$ cat config.mk
export PLATFORM = sky130hd
export DESIGN_NAME = rr_weighted_arb_flat
export DESIGN_NICKNAME = d
export VERILOG_FILES = /design/src/rtl/rr_weighted_arb_pkg.sv /design/src/rtl/rr_weighted_arb_if.sv /design/src/rtl/rr_weighted_arb_pick.sv /design/src/rtl/rr_weighted_arb.sv /design/src/flat_wrapper.sv
export SDC_FILE = /design/constraint.sdc
export NUM_CORES = 1
export LEC_CHECK = 0
export ABC_CLOCK_PERIOD_IN_PS = 2630
export BUFFER_PORTS_ARGS = -buffer_cell sky130_fd_sc_hd__buf_2
export CAP_MARGIN = 5
export CELL_PAD_IN_SITES_DETAIL_PLACEMENT = 1
export CELL_PAD_IN_SITES_GLOBAL_PLACEMENT = 1
export CORE_MARGIN = 4
export CORE_UTILIZATION = 37
export CTS_CLUSTER_DIAMETER = 120
export DETAILED_ROUTE_END_ITERATION = 6
export PLACE_DENSITY = 0.83
export RECOVER_POWER = 25
export SYNTH_ARGS = -nofsm -noshare
export SYNTH_HDL_FRONTEND = slang
export SYNTH_SLANG_ARGS = --single-unit
$ cat constraint.sdc
create_clock -name clk -period 2.63 [get_ports clk]
set_input_delay 0.3945 -clock clk [delete_from_list [all_inputs] [get_ports clk]]
set_output_delay 0.3945 -clock clk [all_outputs]
set_load 0.02 [all_outputs]
$ cat src/rtl/rr_weighted_arb_pkg.sv
// Shared definitions for the weighted round-robin arbiter.
//   arb_state_e  : controller states (exposed on the top-level debug port)
//   *_DEF        : default parameter values
//   MAX_*        : upper bounds used to size the generic weight helper
//   weight_of()  : extracts one requester's weight field, 0 maps to 1
package rr_arb_pkg;

   typedef enum logic [1:0] {
      IDLE  = 2'd0,
      WAIT  = 2'd1,
      GRANT = 2'd2
   } arb_state_e;

   localparam int N_DEF        = 4;
   localparam int WEIGHT_W_DEF = 4;
   localparam int REQ2GNT_DEF  = 2;

   localparam int MAX_N        = 8;
   localparam int MAX_WEIGHT_W = 8;

   // cfg is the weight bus zero-extended to the maximum size; ww is the
   // real field width. A zero weight still grants one cycle.
   function automatic logic [MAX_WEIGHT_W-1:0] weight_of(
      input logic [MAX_N*MAX_WEIGHT_W-1:0] cfg,
      input int                            i,
      input int                            ww = WEIGHT_W_DEF
   );
      logic [MAX_WEIGHT_W-1:0] f;
      f = '0;
      for (int b = 0; b < MAX_WEIGHT_W; b++) begin
         if (b < ww) f[b] = cfg[i*ww + b];
      end
      if (f == '0) f = {{(MAX_WEIGHT_W-1){1'b0}}, 1'b1};
      return f;
   endfunction

endpackage

$ cat src/rtl/rr_weighted_arb_if.sv
// Requester-side bus of the weighted round-robin arbiter.
//   req        : request vector, one bit per requester
//   cfg_weight : per-requester maximum burst length, field i at [i*WEIGHT_W +: WEIGHT_W]
//   gnt        : one-hot grant
//   gnt_id     : index of the current or pending winner
//   gnt_valid  : |gnt
//   busy       : arbiter is not idle
// Handshake: a requester raises req[i] and holds it until it has finished;
// gnt[i] is only ever high in a cycle where req[i] is also high, so a
// transfer happens exactly in cycles with req[i] && gnt[i]. Dropping req[i]
// ends the burst (or cancels a pending grant) without further cycles.
interface rr_weighted_arb_if #(
   parameter int N        = 4,
   parameter int WEIGHT_W = 4
);
   localparam int IW = (N > 1) ? $clog2(N) : 1;

   logic [N-1:0]          req;
   logic [N*WEIGHT_W-1:0] cfg_weight;
   logic [N-1:0]          gnt;
   logic [IW-1:0]         gnt_id;
   logic                  gnt_valid;
   logic                  busy;

   modport master (
      output req, cfg_weight,
      input  gnt, gnt_id, gnt_valid, busy
   );

   modport slave (
      input  req, cfg_weight,
      output gnt, gnt_id, gnt_valid, busy
   );

endinterface

$ cat src/rtl/rr_weighted_arb_pick.sv
// Rotating priority encoder: finds the first set request bit searching
// ptr, ptr+1, ... modulo N.
//   req : request vector
//   ptr : starting search position
//   any : at least one request is set
//   idx : index of the first set bit at or after ptr (wrapping)
module rr_pick #(
   parameter int N  = 4,
   parameter int IW = (N > 1) ? $clog2(N) : 1
) (
   input  logic [N-1:0]  req,
   input  logic [IW-1:0] ptr,
   output logic          any,
   output logic [IW-1:0] idx
);

   int pos;

   // Walk the offsets from farthest to nearest so the nearest set bit is
   // the last one written and therefore wins.
   always_comb begin
      any = |req;
      idx = '0;
      pos = 0;
      for (int k = N - 1; k >= 0; k--) begin
         pos = int'(ptr) + k;
         if (pos >= N) pos = pos - N;
         if (req[pos]) idx = IW'(pos);
      end
   end

endmodule

$ cat src/rtl/rr_weighted_arb.sv
// Four-requester (parameterised) weighted round-robin arbiter.
// An IDLE cycle picks a winner round-robin from ptr, the grant starts exactly
// REQ2GNT cycles later, and the winner then holds the resource for up to its
// weight in cycles. Ports:
//   clk, reset : clock and synchronous active-high reset
//   bus        : requester bus (req/cfg_weight in, gnt/gnt_id/gnt_valid/busy out)
//   dbg_state  : current controller state
//   dbg_ptr    : current round-robin search start
module rr_weighted_arb
   import rr_arb_pkg::*;
#(
   parameter int N        = N_DEF,
   parameter int WEIGHT_W = WEIGHT_W_DEF,
   parameter int REQ2GNT  = REQ2GNT_DEF,
   localparam int IW      = (N > 1) ? $clog2(N) : 1
) (
   input  logic                    clk,
   input  logic                    reset,
   rr_weighted_arb_if.slave        bus,
   output arb_state_e              dbg_state,
   output logic [IW-1:0]           dbg_ptr
);

   localparam int WCW = (REQ2GNT > 1) ? $clog2(REQ2GNT) : 1;
   localparam int CW  = MAX_WEIGHT_W;

   arb_state_e           state_q, state_d;
   logic [IW-1:0]        ptr_q, ptr_d;
   logic [IW-1:0]        win_q, win_d;
   logic [WCW-1:0]       wait_q, wait_d;
   logic [CW-1:0]        credit_q, credit_d;

   logic                 pick_any;
   logic [IW-1:0]        pick_idx;
   logic [IW-1:0]        wsel_idx;
   logic [MAX_N*MAX_WEIGHT_W-1:0] cfg_ext;
   logic [CW-1:0]        load_credit;
   logic [N-1:0]         gnt_c;

   rr_pick #(.N(N), .IW(IW)) u_pick (
      .req (bus.req),
      .ptr (ptr_q),
      .any (pick_any),
      .idx (pick_idx)
   );

   // The credit is loaded on the transition into GRANT. With REQ2GNT==1 that
   // transition leaves IDLE, so the freshly picked index selects the weight.
   always_comb begin
      cfg_ext = '0;
      cfg_ext[N*WEIGHT_W-1:0] = bus.cfg_weight;
      wsel_idx    = (state_q == IDLE) ? pick_idx : win_q;
      load_credit = weight_of(cfg_ext, int'(wsel_idx), WEIGHT_W);
   end

   always_comb begin
      state_d  = state_q;
      ptr_d    = ptr_q;
      win_d    = win_q;
      wait_d   = wait_q;
      credit_d = credit_q;
      case (state_q)
         IDLE: begin
            if (pick_any) begin
               win_d = pick_idx;
               if (REQ2GNT == 1) begin
                  state_d  = GRANT;
                  credit_d = load_credit;
               end else begin
                  state_d = WAIT;
                  wait_d  = WCW'(REQ2GNT - 1);
               end
            end
         end
         WAIT: begin
            // A winner that withdraws before its grant forfeits its turn
            // without moving the pointer.
            if (!bus.req[win_q]) begin
               state_d = IDLE;
            end else if (wait_q == WCW'(1)) begin
               state_d  = GRANT;
               credit_d = load_credit;
            end else begin
               wait_d = wait_q - WCW'(1);
            end
         end
         GRANT: begin
            if (!bus.req[win_q] || credit_q == CW'(1)) begin
               state_d = IDLE;
               ptr_d   = (win_q == IW'(N - 1)) ? '0 : win_q + IW'(1);
            end else begin
               credit_d = credit_q - CW'(1);
            end
         end
         default: begin
            state_d = IDLE;
         end
      endcase
   end

   always_ff @(posedge clk) begin
      if (reset) begin
         state_q  <= IDLE;
         ptr_q    <= '0;
         win_q    <= '0;
         wait_q   <= '0;
         credit_q <= '0;
      end else begin
         state_q  <= state_d;
         ptr_q    <= ptr_d;
         win_q    <= win_d;
         wait_q   <= wait_d;
         credit_q <= credit_d;
      end
   end

   // Grant is qualified by the live request so it never outlives req.
   always_comb begin
      gnt_c = '0;
      if (state_q == GRANT && bus.req[win_q]) gnt_c[win_q] = 1'b1;
   end

   assign bus.gnt       = gnt_c;
   assign bus.gnt_valid = |gnt_c;
   assign bus.gnt_id    = win_q;
   assign bus.busy      = (state_q != IDLE);
   assign dbg_state     = state_q;
   assign dbg_ptr       = ptr_q;

endmodule

$ cat src/flat_wrapper.sv
// flat-port wrapper written by rule: the top's interface ports become plain ports
module rr_weighted_arb_flat import rr_arb_pkg::*;
#(
   parameter int N        = N_DEF,
   parameter int WEIGHT_W = WEIGHT_W_DEF,
   parameter int REQ2GNT  = REQ2GNT_DEF,
   localparam int IW      = (N > 1) ? $clog2(N) : 1
)
  (clk, reset, dbg_state, dbg_ptr, bus_req, bus_cfg_weight, bus_gnt, bus_gnt_id, bus_gnt_valid, bus_busy);
  rr_weighted_arb_if #(.N(N), .WEIGHT_W(WEIGHT_W)) bus_i ();
  input  logic clk;
  input  logic reset;
  output arb_state_e dbg_state;
  output logic [IW-1:0] dbg_ptr;
  input wire logic [$bits(bus_i.req)-1:0] bus_req;
  input wire logic [$bits(bus_i.cfg_weight)-1:0] bus_cfg_weight;
  output wire logic [$bits(bus_i.gnt)-1:0] bus_gnt;
  output wire logic [$bits(bus_i.gnt_id)-1:0] bus_gnt_id;
  output wire logic [$bits(bus_i.gnt_valid)-1:0] bus_gnt_valid;
  output wire logic [$bits(bus_i.busy)-1:0] bus_busy;
  assign bus_i.req = bus_req;
  assign bus_i.cfg_weight = bus_cfg_weight;
  assign bus_gnt = bus_i.gnt;
  assign bus_gnt_id = bus_i.gnt_id;
  assign bus_gnt_valid = bus_i.gnt_valid;
  assign bus_busy = bus_i.busy;
  rr_weighted_arb #(.N(N), .WEIGHT_W(WEIGHT_W), .REQ2GNT(REQ2GNT)) u_core (.clk(clk), .reset(reset), .bus(bus_i), .dbg_state(dbg_state), .dbg_ptr(dbg_ptr));
endmodule
## Word level (Yosys, flattened, before mapping)

Index checks and enable logic that the tools add are counted.

- Bits in read-only memories: 0
- Memories: 0
- Memory bits (writable): 0
- Logic and storage cells: 110
- Bits in latches: 0
- Output and inout bits: 12
- Flip-flop bits (word level): 15

- Eq/ne operators: 10
- $lt $le $gt $ge: 14
- Mux-type cells: 52
- Shifts and indexed selects: 0
- Multiply operators: 0
- Bitwise operators: 0
- Reduce and logical (&&, ||, !) cells: 16
- Divide/modulo/power cells: 0
- $add $sub $neg: 13

Operators with widths:

| operator | number |
|---|---|
| < comparator 32 x 4 -> 1 bit (second input constant) | 4 |
| two-way mux 32 bit | 4 |
| < comparator 32 x 8 -> 1 bit (second input constant) | 3 |
| two-way mux 8 bit | 3 |
| two-way mux 1 bit | 20 |
| two-way mux 2 bit | 10 |
| binary-select mux 1 bit (select 6 bit) | 3 |
| one-hot mux 8 bit (2 select lines) | 1 |
| binary-select mux 1 bit (select 2 bit) | 6 |
| subtractor 3 x 3 -> 4 bit (second input constant) | 3 |
| adder 4 x 2 -> 5 bit (second input constant) | 2 |
| >= comparator 3 bit (second input constant) | 3 |
| equality test 8 x 1 -> 1 bit (second input constant) | 1 |
| two-way mux 4 bit | 2 |
| != test 2 x 1 -> 1 bit (second input constant) | 4 |
| OR reduction 4 bit | 2 |
| subtractor 8 x 1 -> 8 bit (second input constant) | 1 |
| < comparator 4 x 7 -> 1 bit (second input constant) | 1 |
| adder 2 x 2 -> 3 bit (second input constant) | 2 |
| one-hot mux 2 bit (3 select lines) | 1 |
| AND reduction 3 bit | 2 |
| nonzero test 2 bit | 3 |
| adder 4 x 1 -> 5 bit (second input constant) | 1 |
| equality test 2 bit (second input constant) | 2 |
| other kinds (19) | 21 |

## Logic depth before layout (Yosys ltp)

Gate-level depths: netlist of run 1.

- Depth after elaboration: 20
- Gate-level depth with buffers: 8
- Depth with buffers taken out: 8

## By module

From an unflattened synthesis of run 1, not the netlist that was laid out.

- Cells, all modules: 153
- Area total of the unflattened synthesis: 1209.9 um2

Modules (own cells, without submodules):

| module | area an instance (um2) | cells each | instances |
|---|---|---|---|
| rr_weighted_arb | 1132.3 | 140 | 1 |
| rr_pick | 77.6 | 13 | 1 |

## Worst setup path before layout of run 1

No wires, ideal clock.

- Path type: reg2out
- Start point: register u_core.win_q[1], in the netlist u_core.bus.gnt_id[1]
- End point: output bus_gnt_valid
- Path slack: 135 ps
- Arrival time: 2100 ps
- Cell stages (with the launch flop): 4
- Buffers on the path: 0
- Path through: dfxtp_1 -> mux4_2 -> and3_1 -> or4_1

- Cells in the longest elaborated chain, start to end: 6
- Elaborated cells between the ends (all ways): 10
- Those cells by class: order compare (2); mux (5); reduce/logical (3)

Ends and longest elaborated chain:

| element | RTL line | RTL |
|---|---|---|
| from (decl) | rr_weighted_arb.sv:29 | `logic [IW-1:0] win_q, win_d;` |
| from (signal assigned) | rr_weighted_arb.sv:111 | `win_q <= win_d;` |
| < comparator 2 x 3 -> 1 bit (implied by the code) / >= comparator 2 x 1 -> 1 bit (equally long branches) | rr_weighted_arb.sv:120 | `if (state_q == GRANT && bus.req[win_q]) gnt_c[win_q] = 1'b1;` |
| logical AND 1 bit (implied by the code) | rr_weighted_arb.sv:120 |  |
| two-way mux 1 bit (implied by the code) | rr_weighted_arb.sv:120 |  |
| demux 1 bit (select 2 bit) | n/a |  |
| two-way mux 4 bit (*) | rr_weighted_arb.sv:120 |  |
| via bus_gnt[2] | flat_wrapper.sv:17 | `output wire logic [$bits(bus_i.gnt)-1:0] bus_gnt;` |
| OR reduction 4 bit (*) | rr_weighted_arb.sv:124 | `assign bus.gnt_valid = \|gnt_c;` |
| to (decl) | flat_wrapper.sv:19 | `output wire logic [$bits(bus_i.gnt_valid)-1:0] bus_gnt_valid;` |

Mark *: on every way through the listed nets, which the timed path passes. The rest lies on a longest branch. The select of a mux whose other input is x is not followed.

## Final worst setup path of run 1

- Start point: register u_core.win_q[1], in the netlist u_core.bus.gnt_id[1]
- End point: output bus_gnt_valid

- Cells in the longest elaborated chain, start to end: 6
- Elaborated cells between the ends (all ways): 10
- Those cells by class: order compare (2); mux (5); reduce/logical (3)

Ends and longest elaborated chain:

| element | RTL line |
|---|---|
| < comparator 2 x 3 -> 1 bit (implied by the code) / >= comparator 2 x 1 -> 1 bit (equally long branches) | rr_weighted_arb.sv:120 |
| logical AND 1 bit (implied by the code) | rr_weighted_arb.sv:120 |
| two-way mux 1 bit (implied by the code) | rr_weighted_arb.sv:120 |
| demux 1 bit (select 2 bit) | n/a |
| two-way mux 4 bit (*) | rr_weighted_arb.sv:120 |
| OR reduction 4 bit (*) | rr_weighted_arb.sv:124 |

Mark *: on every way between the ends. The rest lies on a longest branch, timed or not. The select of a mux whose other input is x is not followed.

==> impl_metrics.toml, run 1 <==
[status]
outcome = "finished, final reports clean"

[cells_and_area]
n_fill_cell = 361
nNetsFinal = 199
syn2layout_area_growth_pct = 20.0
diodes = 0
drive_gt1_share_pct = 30.6

[yosys]
synthMostInstantiatedCell = "nor2_1"
ys_top_cells_by_count = "nor2_1 (17), dfxtp_1 (15), a21oi_1 (14), mux2i_1 (11)"
ys.flop_type = "dfxtp_1"
syn_area_per_cell_um2 = 8.45
syn_area_um2 = 1130
synth_nets = 162
yosysTopAreaCellShare_pct = 26.5
synthTopCellsByArea = "dfxtp_1 (27%), mux2i_1 (9.7%), ha_1 (6.6%)"
synth_top_area_cell = "dfxtp_1"
syn_inst = 134
synth_edf_count = 0
yosys_warnings = 0
synth_cell_types = 44
synth-seq-cells = 15
ys_async_sr_fraction_pct = 0
ys_seq_area_share_pct = 26.5

[route]
routed_via_density = 5.64
drt_pass1_iterations = 4
wl_um = 3120
ant_nets = 0
drc_errors = 0
drt_iter0_markers = 31
vias = 1133
wl_per_cell_um = 15.5

[sta]
setup_ws_ps = 99.7
fmax_mhz = 395
setup_tns_ps = 0
finalHoldViolations = 0
maxSlewViolCount = 0
grt_setup_unrepaired = "false"
period_minus_slack_ps = 2530
relSlewSlack_pct = 54.0
hold_ws_ps = 471
fin_skew_ps = 7.32
tightest_slew_ps = 685
setup_viol = 0
finalCritPeriodShare_pct = 96.2

[floorplanning]
fp-row-count = 19
die_w_um = 63.3
start_util_pct = 40.0
dieArea_um2 = 4010
die_h_um = 63.3
boundaryPins = 34
core_area_um2 = 2830

[worst_hold_path]
hp-start = "reset"
min_path_cells = 2
min_path_type = "input pin to flip-flop"

[power]
ir_worst_vdd_mv = 0.152
p_leak_uw = 0.000625
cellPowerDensity_nw_per_um2 = 418

[global_route]
grt.overflow.total = 0
antenna_found_initial = 0
grt_max_degree = 16
grt_pass1_wl_um = 5580
grt.total_usage_pct = 17.1
grt_pass1_vias = 1239

[worst_setup_path]
critPathMaxStageDelay_ps = 550
worstPathCellList = "mux4_2 > and3_1 > or4_1 > buf_2"
cp_max_fo = 7
crit_family = "simple AND/OR/NAND/NOR gates"
start_kind = "flip-flop"
regToRegStartpoint = "u_core.dbg_state[1]$_SDFFE_PP0P_"
critical_path_class = "flip-flop to primary output"
cp-end-kind = "primary output"
crit_path_top_delay_cell = "mux4_2"
crit_arrival_ps = 2140
critPathBufInv = 1
r2r_cells = 7
crit_path_start = "u_core.bus.gnt_id[1]$_SDFFE_PP0P_"
cp.required_ps = 2240
crit_cells = 4

[job]
maxCapViolations = 0

[clock_network]
insertion_delay_ps = 290
cts_buffers = 3
cts_tree = "done"
cts-root-buf = "clkbuf_4"
numClockSinks = 15
cts_max_level = 1
cts_buffer_depth = 2
clkTransAtPathRegs_ps = 100

[place]
dp_hpwl_um = 2520
numPortBuffers = 33
place_congestion = 0.795
dp_slack_ps = 212
timing repair:
item | CTS | global route
hold buffers | 0 | 0
endpoints found under the setup margin | 1 | 1
buffers inserted | 1 | 0
resized for setup | 1 | 1
cloned | 0 | 0
routing by layer:
metal | vias up | routed length (µm) | GRT usage [%]
li1 | 561 | - | -
met4 | 0 | 48 | 7.28
met2 | 25 | 1590 | 29.7
met3 | 6 | 124 | 2.66
met5 | - | 0 | 0
met1 | 541 | 1360 | 20.7
worst paths after layout:
path | endpoint | slack (ps)
setup / recovery | bus_gnt_valid | 100
hold / removal | u_core.dbg_state[1]$_SDFFE_PP0P_ | 470
setup reg to reg | u_core.credit_q[0]$_SDFFE_PP0P_ | 450
hold reg to reg | u_core.credit_q[6]$_SDFFE_PP0P_ | 500
power breakdown:
group / leakage (µW) / total, µW / switching (µW) / internal (µW)
combinational: 0.000484 / 179 / 102 / 77.6
sequential: 0.000123 / 249 / 11.9 / 237
clock: 0.0000177 / 140 / 83.7 / 56.6
worst reg2reg max path: stages, from the launching register on:
cell and delay [ps]:
dfxtp_1 380, nor2_1 340, clkinv_4 130, a32oi_4 390
mux2i_1 250, mux2i_1 130, nand4bb_1 240, a221oi_2 230
registers in the layout, indices dropped and copies added (netlist names):
| signal | cells |
|---|---|
| u_core.wait_q | 1 |
| u_core.dbg_ptr | 2 |
| u_core.bus.gnt_id | 2 |
| u_core.credit_q | 8 |
| u_core.dbg_state | 2 |
cell usage in the layout, fill, tap and decap left out, types with 3 or more instances in the layout:
master / synthesis / final
nand2_1: 6 / 6
ha_1: 6 / 6
inv_1: 6 / 6
dfxtp_1: 15 / 14
nor2_1: 17 / 18
clkbuf_4: 0 / 3
o21ai_0: 5 / 5
buf_2: 1 / 29
mux2i_1: 11 / 11
nor3_1: 3 / 3
a21oi_1: 14 / 14
buf_4: 0 / 3
clkbuf_1: 2 / 4
and3_1: 5 / 5
and2b_2: 3 / 3
nand3_1: 6 / 6
kinds of logic after synthesis:
group / count (synthesis) / share of synthesized area (%)
DFF: 15 / 26.5
muxes: 14 / 13.7
and+or+nand+nor: 56 / 27.2
buffers and inverters: 11 / 4.86
adders and majority gates: 6 / 6.63
AOI/OAI and AO/OA: 32 / 21.1
through the flow:
step           power [µW]  std cells  cell area [µm²]  util [%]
3_5_place_dp          434        196             1330      46.9
4_1_cts               577        201             1360      48.2
2_1_floorplan         378        134             1130         -
6_report              568        201             1360      48.0
3_3_place_gp          424        196             1330      46.9
5_1_grt               611        201             1360      48.0
cell type report:
cell class	count	area (µm²)	area share, %
Timing Repair Buffer	36	183	13.4
Clock buffer	3	22.5	1.66
Multi-Input combinational cell	108	774	57.0
Sequential cell	15	304	22.4
Clock inverter	1	5.00	0.368
Inverter	7	31.3	2.30
Tap cell	31	38.8	2.85
(Power assumes the default switching activity.)
==> run 2, diff against run 1 <==
- ABC_AREA: not set -> 1
- CORE_UTILIZATION: 37 -> 35
==> run 2 against run 1 <==
Compared with the run above:
- die area is 17% higher
- register-to-register slack better by 100 ps
- clock power is 4% lower
- flip-flop and latch count stayed put
==> impl_metrics.toml, run 2 <==
[status]
outcome = "finished, final reports clean"

[cells_and_area]
largest_reg_flops = 8
n_fill_cell = 505
final_common_cell = "nand2_1"
diodes = 0
drive_gt1_share_pct = 18.1
syn2layout_area_growth_pct = 17.6
seq_area_um2 = 300
regMostFlops = "u_core.credit_q"
layout_common_cells = "nand2_1 (57), inv_1 (35), buf_2 (28)"
stdcell_area_um2 = 1500
multi_input_area_um2 = 811
nNetsFinal = 278

[worst_setup_path]
start_kind = "flip-flop"
r2r_end = "u_core.credit_q[7]$_SDFFE_PP0P_"
critPathMaxStageDelay_ps = 490
crit_top_cell = "nand2_1"
r2r_cells = 10
crit_arrival_ps = 1730
cp.required_ps = 2240
crit_path_top_delay_cell = "dfxtp_1"
critical_path_class = "flip-flop to primary output"
cp-end-kind = "primary output"
regToRegStartpoint = "u_core.bus.gnt_id[0]$_SDFFE_PP0P_"
r2r_setup_slack_ps = 550
cp_max_fo = 9
worstPathCellList = "a21oi_1 > o21ai_0 > nand2_1 > inv_1 > nand2_1 > a41oi_1 > buf_2"
critPathBufInv = 2
crit_family = "flip-flops"

[yosys]
synth_top_area_cell = "dfxtp_1"
ys_seq_area_share_pct = 23.6
ys_async_sr_fraction_pct = 0
syn_inst = 214
syn_area_per_cell_um2 = 5.96
yosysTopAreaCellShare_pct = 23.6
synth_edf_count = 0
yosys_warnings = 0
syn_area_um2 = 1270
synthMostInstantiatedCell = "nand2_1"
synth_nets = 242
synthTopCellsByArea = "dfxtp_1 (24%), nand2_1 (17%), inv_1 (10%)"
ys.flop_type = "dfxtp_1"
synth-seq-cells = 15
ys_top_cells_by_count = "nand2_1 (57), inv_1 (35), nand3_1 (25), nor2_1 (21), dfxtp_1 (15)"
synth_cell_types = 32

[clock_network]
cts_tree = "done"
insertion_delay_ps = 290
post-cts-setup-buffers = 0
numClockSinks = 15
cts_buffer_depth = 2
cts_resized = 0
cts_buffers = 3
cts_max_level = 1
cts_hold_buf = 0
cts-root-buf = "clkbuf_4"
clkTransAtPathRegs_ps = 90

[sta]
tightest_slew_ps = 435
period_minus_slack_ps = 2120
grt_setup_unrepaired = "false"
finalCritPeriodShare_pct = 80.6
finalHoldViolations = 0
setup_tns_ps = 0
setup_viol = 0
relSlewSlack_pct = 70.9
fin_skew_ps = 2.02
fmax_mhz = 472
maxSlewViolCount = 0

[floorplanning]
die_h_um = 68.4
fp-row-count = 21
dieArea_um2 = 4670
die_w_um = 68.4
core_area_um2 = 3420
boundaryPins = 34
start_util_pct = 37.3

[route]
drc_errors = 0
wl_per_cell_um = 12.0
routed_via_density = 4.83
vias = 1426
ant_nets = 0
wl_um = 3550
drt_iter0_markers = 87
drt_pass1_iterations = 4

[global_route]
grt_pass1_vias = 1401
grt.total_usage_pct = 16.8
antenna_found_initial = 0
grt_pass1_wl_um = 6000
grt_max_degree = 13
grt.overflow.total = 0

[place]
dpl-instance-area_um2 = 1480
dp_hpwl_um = 2920
place_congestion = 0.787
numPortBuffers = 33

[worst_hold_path]
min_path_type = "input pin to flip-flop"
min_path_cells = 2
hold_end = "u_core.wait_q$_SDFFE_PP0P_"
hp-start = "reset"

[power]
p_leak_uw = 0.000817
ir_worst_vdd_mv = 0.225
cellPowerDensity_nw_per_um2 = 459

[job]
maxCapViolations = 0
[run 2: layer usage]
layer  vias to the layer above  global-route usage, %  routed length, µm
met5                         -                      0                  0
met4                         0                   6.70                 60
met3                         5                   2.63                194
met2                        25                   27.8               1520
met1                       643                   21.6               1780
li1                        753                      -                  -
[run 2: cell families (layout without fill, tap and decap cells)]
family | after synthesis | in the layout | synth area share [%]
compound gates | 28 | 28 | 12.6
xor+xnor | 1 | 1 | 0.687
fa+ha+maj | 6 | 6 | 5.89
buf+inv | 40 | 75 | 12.7
flops | 15 | 15 | 23.6
simple gates | 124 | 124 | 44.7
[run 2: worst max path at each step]
stage,from,endpoint,slack (ps),cells past startpoint
finish,u_core.bus.gnt_id[0]$_SDFFE_PP0P_,bus_gnt_valid,510,7
global route,u_core.bus.gnt_id[0]$_SDFFE_PP0P_,u_core.credit_q[7]$_SDFFE_PP0P_,130,10
CTS,u_core.bus.gnt_id[0]$_SDFFE_PP0P_,bus_gnt_valid,470,7
detailed placement,bus_req[0],u_core.credit_q[7]$_SDFFE_PP0P_,500,11
global placement,bus_req[0],u_core.credit_q[7]$_SDFFE_PP0P_,620,11
floorplan,u_core.dbg_ptr[0]$_SDFFE_PP0P_,u_core.credit_q[0]$_SDFFE_PP0P_,870,16
[run 2: worst register-to-register path: stages, from the launching register on]
cell     delay, ps
dfxtp_1        490
a21oi_1        100
o21ai_0         90
nand2_1        110
nor2_1         180
nand2_1        100
nand2_1        290
nand2_1        120
or2_1          260
o21ai_1        120
nor3b_1        160
[run 2: per-stage QoR]
| stage | std cells | hold WS, ps | setup WS, ps | util, % | power (µW) |
|---|---|---|---|---|---|
| floorplan | 214 | 460 | 870 | - | 485 |
| global placement | 291 | 487 | 623 | 43.4 | 556 |
| detailed placement | 291 | 500 | 502 | 43.4 | 564 |
| CTS | 295 | 320 | 474 | 44.1 | 704 |
| global route | 295 | 320 | 133 | 43.9 | 761 |
| finish | 295 | 327 | 509 | 43.9 | 689 |
[run 2: layout make-up]
class | instances | area share [%]
Timing Repair Buffer | 33 | 10.6
Clock buffer | 4 | 1.75
Tap cell | 46 | 3.84
Sequential cell | 15 | 20.0
Inverter | 38 | 9.68
Multi-Input combinational cell | 159 | 54.1
[run 2: report_power, final]
part | total (µW) | switching [µW] | internal (µW)
registers | 268 | 21.3 | 246
logic | 286 | 185 | 101
clock network | 135 | 75.6 | 59.1
==> run 3, diff against run 2 <==
- ABC_CLOCK_PERIOD_IN_PS: 2630 -> 2200
- clock period: 2.63 -> 2.2 ns (I/O delays scaled with it)
==> run 3 against run 2 <==
Compared with the run above:
- setup slack got worse by 320 ps
- critical path depth increased by 1
- clock skew about the same
- count of clock-buffer cells in the layout unchanged
- sequential share of layout area decreased by 0.12 points
- hold slack got worse by 67 ps
- non-clock buffer count increased by 1
- largest power group unchanged
==> impl_metrics.toml, run 3 (same netlist as run 2, synthesis figures left out) <==
[cells_and_area]
layout_common_cells = "nand2_1 (57), inv_1 (35), buf_2 (29)"
diodes = 0
syn2layout_area_growth_pct = 19.2
drive_gt1_share_pct = 20.4
nNetsFinal = 279
largest_reg_flops = 8
n_fill_cell = 500
regMostFlops = "u_core.credit_q"
final_common_cell = "nand2_1"

[clock_network]
cts_buffer_depth = 2
cts_max_level = 1
numClockSinks = 15
clkTransAtPathRegs_ps = 90
cts_hold_buf = 0
cts_buffers = 3
cts-root-buf = "clkbuf_4"
cts_tree = "done"
insertion_delay_ps = 290

[global_route]
grt_pass1_vias = 1403
met1_usage_pct = 23.1
grt_max_degree = 11
grtUsageMet3_pct = 2.46
top_usage_layer = "met2"
grt.total_usage_pct = 16.7
grt.overflow.total = 0
antenna_found_initial = 0
use_met2_pct = 26.4
grt_pass1_wl_um = 5970

[worst_setup_path]
crit_arrival_ps = 1680
r2r_end = "u_core.credit_q[7]$_SDFFE_PP0P_"
cp.required_ps = 1870
worstPathCellList = "inv_2 > a21oi_1 > o21ai_1 > nand2_1 > inv_1 > nand2_1 > a41oi_2 > buf_2"
cp_max_fo = 6
cp-end-kind = "primary output"
r2r_cells = 11
crit_path_top_delay_cell = "dfxtp_1"
crit_top_cell = "nand2_1"
critPathMaxStageDelay_ps = 370
r2r_setup_slack_ps = 340
regToRegStartpoint = "u_core.bus.gnt_id[1]$_SDFFE_PP0P_"
critical_path_class = "flip-flop to primary output"
start_kind = "flip-flop"

[sta]
period_minus_slack_ps = 2010
maxSlewViolCount = 0
tightest_slew_ps = 359
setup_tns_ps = 0
fin_skew_ps = 2.34
setup_viol = 0
relSlewSlack_pct = 75.8
finalCritPeriodShare_pct = 91.4
hold_ws_ps = 260
finalHoldViolations = 0
grt_setup_unrepaired = "false"
fmax_mhz = 497

[power]
ir_worst_vdd_mv = 0.307
cellPowerDensity_nw_per_um2 = 549
power.total_uw = 835
p_leak_uw = 0.000828

[route]
wl_um = 3550
drt_pass1_iterations = 4
vias = 1427
wl_per_cell_um = 12.0
ant_nets = 0
drc_errors = 0
drt_iter0_markers = 59
routed_via_density = 4.82

[place]
dp_hpwl_um = 2990
numPortBuffers = 33
place_congestion = 0.855

[floorplanning]
die_w_um = 68.4
fp-row-count = 21
boundaryPins = 34
die_h_um = 68.4
dieArea_um2 = 4670
core_area_um2 = 3420
start_util_pct = 37.3

[worst_hold_path]
min_path_cells = 2
min_path_type = "input pin to flip-flop"
hold_end = "u_core.wait_q$_SDFFE_PP0P_"
hp-start = "reset"

[status]
outcome = "finished, final reports clean"

[job]
maxCapViolations = 0
[run 3: report_power, final]
part / total, µW / internal (µW) / leakage (µW) / switching, µW
Clock: 165 / 70.6 / 0.0000150 / 94.8
Combinational: 349 / 124 / 0.000689 / 224
Sequential: 321 / 295 / 0.000123 / 25.5
[run 3: critical path, delay by kind of cell (launching register included)]
kind / cells / cell delay (ps)
buf+inv: 3 / 420
compound gates: 3 / 360
flops: 1 / 370
simple gates: 2 / 240
[run 3: repair_timing]
item	CTS	global route
buffers inserted	0	0
hold endpoints to repair	0	0
resized for setup	0	3
setup endpoints to repair	0	6
[run 3: cell type report]
type / count / area (µm²) / share of cell area, %
Multi-Input combinational cell: 159 / 821 / 54.0
Sequential cell: 15 / 303 / 19.9
Timing Repair Buffer: 34 / 168 / 11.0
Inverter: 38 / 145 / 9.55
Tap cell: 46 / 57.6 / 3.79
Clock buffer: 4 / 26.3 / 1.73
[run 3: worst max path at each step]
stage,start,endpoint,depth (start not counted)
5_1_grt,u_core.bus.gnt_id[1]$_SDFFE_PP0P_,bus_gnt_valid,8
2_1_floorplan,u_core.dbg_ptr[0]$_SDFFE_PP0P_,u_core.credit_q[0]$_SDFFE_PP0P_,16
4_1_cts,u_core.bus.gnt_id[0]$_SDFFE_PP0P_,bus_gnt_valid,7
3_3_place_gp,u_core.dbg_ptr[0]$_SDFFE_PP0P_,u_core.credit_q[0]$_SDFFE_PP0P_,14
6_report,u_core.bus.gnt_id[1]$_SDFFE_PP0P_,bus_gnt_valid,8
3_5_place_dp,u_core.dbg_ptr[0]$_SDFFE_PP0P_,u_core.credit_q[0]$_SDFFE_PP0P_,14
[run 3: routing by layer]
metal	share of wire [%]	vias to the layer above
li1	-	759
met1	52	640
met2	43	23
met3	4.3	5
met4	1.3	0
met5	0	-
[run 3: per-stage QoR]
stage	setup WS, ps	area [µm²]	utilization [%]	instances
4_1_cts	99.5	1520	44.4	296
6_report	189	1520	44.5	296
5_1_grt	13.4	1520	44.5	296
2_1_floorplan	440	1270	-	214
3_3_place_gp	310	1490	43.6	292
3_5_place_dp	242	1490	43.6	292
